[src/rtl/da_wave_gen_if.sv]
// Configuration handshake between a host and the waveform generator.
// A word transfers on a clock edge where cfg_valid and cfg_ready are both high.
interface da_wave_gen_if #(
  parameter int PHASE_W = 32,
  parameter int DATA_W  = 12
);
  logic               cfg_valid;
  logic               cfg_ready;
  logic [PHASE_W-1:0] cfg_freq;
  logic [1:0]         cfg_wave;
  logic [DATA_W-1:0]  cfg_amp;

  modport master (output cfg_valid, cfg_freq, cfg_wave, cfg_amp, input cfg_ready);
  modport slave  (input  cfg_valid, cfg_freq, cfg_wave, cfg_amp, output cfg_ready);
endinterface

[src/rtl/da_wave_gen.sv]
// DDS waveform generator driving an offset-binary DAC: phase accumulator,
// waveform shaping, amplitude scaling, and glitch-free retune at phase wrap.
module da_wave_gen #(
  parameter int PHASE_W = 32,
  parameter int DATA_W  = 12
) (
  input  logic              clk,
  input  logic              rst_n,
  input  logic              enable,
  da_wave_gen_if.slave      cfg,
  output logic              DA_CLK,
  output logic [DATA_W-1:0] DA_OUT,
  output logic              sync
);

  localparam int STAGES = 3;
  localparam int PW     = 2*DATA_W + 2;
  localparam logic [DATA_W-1:0] MID = {1'b1, {(DATA_W-1){1'b0}}};

  typedef enum logic [1:0] {IDLE, RUN, PEND} state_t;

  typedef struct packed {
    logic [PHASE_W-1:0] freq;
    logic [1:0]         wave;
    logic [DATA_W-1:0]  amp;
  } wcfg_t;

  state_t             state_q;
  logic               ready_q;
  wcfg_t              act_q, shd_q, cfg_in;
  logic [PHASE_W-1:0] phase_q;
  logic [PHASE_W:0]   sum;
  logic               running, wrap, xfer;

  assign cfg_in    = '{freq: cfg.cfg_freq, wave: cfg.cfg_wave, amp: cfg.cfg_amp};
  assign cfg.cfg_ready = ready_q;
  assign DA_CLK    = ~clk;

  assign running = (state_q != IDLE);
  assign sum     = {1'b0, phase_q} + {1'b0, act_q.freq};
  assign wrap    = running & sum[PHASE_W];
  assign xfer    = cfg.cfg_valid & ready_q;

  // Control: a word taken while running waits in the shadow set until the
  // accumulator wraps, so the new settings always start a fresh period.
  always_ff @(posedge clk or negedge rst_n) begin
    if (!rst_n) begin
      state_q <= IDLE;
      ready_q <= 1'b1;
      act_q   <= '0;
      shd_q   <= '0;
      phase_q <= '0;
    end else begin
      phase_q <= running ? sum[PHASE_W-1:0] : '0;
      case (state_q)
        IDLE: begin
          if (xfer)   act_q   <= cfg_in;
          if (enable) state_q <= RUN;
        end
        RUN: begin
          if (!enable) state_q <= IDLE;
          else if (xfer) begin
            shd_q   <= cfg_in;
            state_q <= PEND;
            ready_q <= 1'b0;
          end
        end
        PEND: begin
          if (!enable) begin
            state_q <= IDLE;
            ready_q <= 1'b1;
          end else if (wrap) begin
            act_q   <= shd_q;
            state_q <= RUN;
            ready_q <= 1'b1;
          end
        end
        default: begin
          state_q <= IDLE;
          ready_q <= 1'b1;
        end
      endcase
    end
  end

  logic [DATA_W-1:0]      p, tri_v, raw_c, raw_q, amp_q;
  logic signed [DATA_W:0] diff, amp_s;
  logic signed [PW-1:0]   prod_q;
  logic [STAGES:0]        sync_pipe;

  assign p     = phase_q[PHASE_W-1 -: DATA_W];
  assign tri_v = {p[DATA_W-2:0], 1'b0};

  always_comb begin
    raw_c = p;
    case (act_q.wave)
      2'd0:    raw_c = p[DATA_W-1] ? '0 : '1;
      2'd1:    raw_c = p;
      2'd2:    raw_c = p[DATA_W-1] ? ~tri_v : tri_v;
      default: raw_c = ~p;
    endcase
  end

  assign diff  = $signed({1'b0, raw_q}) - $signed({1'b0, MID});
  assign amp_s = $signed({1'b0, amp_q});

  // Amp travels beside its raw sample so a retune never mixes old and new.
  always_ff @(posedge clk or negedge rst_n) begin
    if (!rst_n) begin
      raw_q     <= MID;
      amp_q     <= '0;
      prod_q    <= '0;
      DA_OUT    <= MID;
      sync_pipe <= '0;
    end else begin
      raw_q     <= running ? raw_c : MID;
      amp_q     <= act_q.amp;
      prod_q    <= PW'(diff) * PW'(amp_s);
      DA_OUT    <= DATA_W'(prod_q >>> DATA_W) + MID;
      sync_pipe <= {sync_pipe[STAGES-1:0], wrap};
    end
  end

  assign sync = sync_pipe[STAGES];

endmodule

[src/flat_wrapper.sv]
// flat-port wrapper written by rule: the top's interface ports become plain ports
module da_wave_gen_flat 
#(
  parameter int PHASE_W = 32,
  parameter int DATA_W  = 12
)
  (clk, rst_n, enable, DA_CLK, DA_OUT, sync, cfg_cfg_valid, cfg_cfg_freq, cfg_cfg_wave, cfg_cfg_amp, cfg_cfg_ready);
  da_wave_gen_if #(.PHASE_W(PHASE_W), .DATA_W(DATA_W)) cfg_i ();
  input  logic clk;
  input  logic rst_n;
  input  logic enable;
  output logic DA_CLK;
  output logic [DATA_W-1:0] DA_OUT;
  output logic sync;
  input wire logic [$bits(cfg_i.cfg_valid)-1:0] cfg_cfg_valid;
  input wire logic [$bits(cfg_i.cfg_freq)-1:0] cfg_cfg_freq;
  input wire logic [$bits(cfg_i.cfg_wave)-1:0] cfg_cfg_wave;
  input wire logic [$bits(cfg_i.cfg_amp)-1:0] cfg_cfg_amp;
  output wire logic [$bits(cfg_i.cfg_ready)-1:0] cfg_cfg_ready;
  assign cfg_i.cfg_valid = cfg_cfg_valid;
  assign cfg_i.cfg_freq = cfg_cfg_freq;
  assign cfg_i.cfg_wave = cfg_cfg_wave;
  assign cfg_i.cfg_amp = cfg_cfg_amp;
  assign cfg_cfg_ready = cfg_i.cfg_ready;
  da_wave_gen #(.PHASE_W(PHASE_W), .DATA_W(DATA_W)) u_core (.clk(clk), .rst_n(rst_n), .enable(enable), .cfg(cfg_i), .DA_CLK(DA_CLK), .DA_OUT(DA_OUT), .sync(sync));
endmodule
[config.mk]
export PLATFORM = sky130hd
export DESIGN_NAME = da_wave_gen_flat
export DESIGN_NICKNAME = d
export VERILOG_FILES = /design/src/rtl/da_wave_gen_if.sv /design/src/rtl/da_wave_gen.sv /design/src/flat_wrapper.sv
export SDC_FILE = /design/constraint.sdc
export NUM_CORES = 1
export LEC_CHECK = 0
export ABC_AREA = 1
export CAP_MARGIN = 10
export CORE_MARGIN = 2
export CORE_UTILIZATION = 30
export DETAILED_ROUTE_END_ITERATION = 6
export HOLD_SLACK_MARGIN = 0.06
export PLACE_DENSITY = 0.45
export SYNTH_ARGS = -nofsm -noshare
export SYNTH_HDL_FRONTEND = slang
export SYNTH_SLANG_ARGS = --single-unit
export TNS_END_PERCENT = 20
[constraint.sdc]
create_clock -name clk -period 11.7 [get_ports clk]
set_input_delay 1.17 -clock clk [delete_from_list [all_inputs] [get_ports clk]]
set_output_delay 1.17 -clock clk [all_outputs]
set_load 0.02 [all_outputs]
==> metrics.cfg <==
[timing]
drv_slew = 0
hold_viol = 0
fin_tns_setup_ns = 0
tightest_slew_ns = 1.05
setup_viol = 0
fin_skew_ns = 0.0156
rsz0062_at_grt = no
max_slew_margin_pct = 30.3

[setup_path]
cp-start-kind = clock port
crit_required_ns = 10.53
endpoint_kind = primary output
critical_path_arrival_ns = 6.93
critPathLaunch = clk
crit_end = DA_CLK
crit_type = clock port to primary output
rrSetupSlack_ns = 6.52
reg2reg_depth = 18
worstPathMaxFanout = 16
r2r-end = u_core.prod_q[21]
r2r_start = u_core.raw_q[11]

[placed_design]
portBuffers = 64
gp_congestion = 0.849
dp_hpwl_um = 31000

[routing]
wl_met2_um = 17500
drc_errors = 0
wl_met3_um = 1070
dr.first_iter.drc_count = 583
via_per_inst = 4.41
routed_wl_um = 39900
first_pass_iters = 5
via_count = 11917
ant_nets = 0
avgRoutedWirePerCell_um = 14.8
top_layer = met4
route.layer.met1.wl_um = 20700

[power_and_ir_drop]
powerDensity_nw_per_um2 = 84.8
leakagePower_nw = 9.44
power_mw = 1.45
ir_worst_vdd_mv = 0.0995

[floorplanning]
initial_core_util_pct = 30.4
die_x_um = 230
core-area_um2 = 50300
io_pins = 65
rows = 82
die_h_um = 230
die_area_um2 = 52800

[global_routing]
grt_pass1_wl_um = 66100
grt_pass1_vias = 12165
antenna_found_initial = 0
grt-ovfl-total = 0
gr-usage-all-layers_pct = 16.0
grt_max_degree = 94

[cts]
clk_latency_ns = 0.49
htreeDepth = 4
cts.repair.resized = 0
hold_buffers = 0
clkTransAtPathRegs_ns = 0.07
root_buffer = clkbuf_16
cts_buffers = 17
clk_path_buf_depth = 2
cts_tree = yes
postCtsSetupBuffers = 0

[run]
drv_cap = 0

[final_layout]
final_layout_size_suffix_gt1_share_pct = 5.56
nets = 2287
diodes = 0
fillers = 5491
syn_to_final_growth_pct = 11.5

[synthesis]
synth_cell_type_count = 48
syn_area_um2 = 15300
synthCells = 1994
syn-mean-instance-area_um2 = 7.67
ys_seq_elements = 179
syn_nets = 2263
yosys_warnings = 0
yosysSeqAreaShare_pct = 29.3

[status]
outcome = completed

[min_path]
hold_path.class = register to register

## cells in the final DEF (no fill, tap or decap), types with 12 or more instances in the layout
cell type / instances
nand2_1: 583
inv_1: 435
dfrtp_1: 176
fa_1: 135
nor2_1: 116
o21ai_0: 104
ha_1: 84
a21oi_1: 79
clkdlybuf4s50_1: 63
nand3_1: 53
nand3_2: 40
o21ai_1: 23
clkbuf_16: 17
xnor2_1: 12
## synthesized netlist by cell type, drive strengths merged
| cell type | instances | area [um2] |
|---|---|---|
| a211oi | 9 | 67.6 |
| a21o | 4 | 30.0 |
| a21oi | 81 | 420 |
| a22oi | 1 | 7.51 |
| a311oi | 1 | 8.76 |
| a31o | 1 | 8.76 |
| and2 | 2 | 12.5 |
| and3 | 1 | 6.26 |
| buf | 21 | 208 |
| clkbuf | 43 | 169 |
| clkinv | 1 | 3.75 |
| dfrtp | 176 | 4400 |
| dfstp | 3 | 78.8 |
| fa | 135 | 2700 |
| ha | 84 | 1050 |
| inv | 442 | 1660 |
| nand2 | 594 | 2270 |
| nand2b | 1 | 6.26 |
| nand3 | 95 | 688 |
| nand3b | 1 | 7.51 |
| nand4 | 6 | 37.5 |
| nor2 | 124 | 514 |
| nor3 | 11 | 55.1 |
| nor4 | 3 | 18.8 |
| o21a | 2 | 15.0 |
| o21ai | 128 | 644 |
| o21bai | 3 | 22.5 |
| or2 | 3 | 18.8 |
| xnor2 | 12 | 105 |
| xor2 | 6 | 52.6 |
## report_power, final
group / internal, mW / leakage (nW) / switching [mW]
combinational: 0.0367 / 6.71 / 0.0716
sequential: 0.638 / 2.43 / 0.0952
clock: 0.293 / 0.292 / 0.311
## logic make-up after synthesis
| family | after synthesis | synth area share, % |
|---|---|---|
| DFF | 179 | 29.3 |
| and+or+nand+nor | 841 | 23.8 |
| buffers and inverters | 507 | 13.3 |
| xor gates and xnor gates | 18 | 1.03 |
| AOI/OAI and AO/OA | 230 | 8.01 |
| adders and majority gates | 219 | 24.5 |
## worst max-delay path: stages
cell and delay [ns]:
clkbuf_16 0.22, clkbuf_16 0.21, inv_1 0.05, clkdlybuf4s50_1 0.59
## how the worst min path moves through the flow
| stage | end | depth (start not counted) | slack [ns] | start |
|---|---|---|---|---|
| 3_5_place_dp | u_core.DA_OUT[8] | 0 | 0.33 | u_core.prod_q[20] |
| 2_1_floorplan | u_core.DA_OUT[0] | 0 | 0.33 | u_core.prod_q[12] |
| 3_3_place_gp | u_core.DA_OUT[4] | 0 | 0.33 | u_core.prod_q[16] |
| 4_1_cts | u_core.DA_OUT[3] | 0 | 0.35 | u_core.prod_q[15] |
| 6_report | u_core.DA_OUT[2] | 0 | 0.35 | u_core.prod_q[14] |
| 5_1_grt | u_core.DA_OUT[3] | 0 | 0.35 | u_core.prod_q[15] |
## metal layers
metal	track usage (%)	vias up
met5	0	-
met4	4.64	0
met3	2.34	37
met2	24.9	174
met1	23.0	5666
li1	-	6040
## final cells by class
type                       instances  area (um2)  share of cell area [%]
sequential                       179        4480                    26.3
inverter                         442        1660                    9.73
clock inverter                    15         160                   0.939
timing repair buffer              68         672                    3.94
clock buffer                      19         439                    2.58
multi-input combinational       1308        8790                    51.6
tap                              672         841                    4.93
## metrics by stage
step	area (um2)	hold WS [ns]	instances	setup WS [ns]	util, %
finish	17000	0.350	2703	3.60	33.9
global route	17000	0.351	2703	3.56	33.9
detailed placement	16500	0.335	2671	4.07	32.7
floorplan	15300	0.331	1994	4.55	-
CTS	17000	0.351	2703	3.56	33.9
global placement	16500	0.332	2671	4.07	32.7
## flip-flops by register name, indices dropped and copies added, names as in the netlist, 4 cells and up
register          count
u_core.prod_q        12
u_core.DA_OUT        12
u_core.amp_q         12
u_core.sync_pipe      4
u_core.phase_q       32
u_core.act_q         46
u_core.shd_q         46
u_core.raw_q         12
Power figures use the tool's default switching activity.
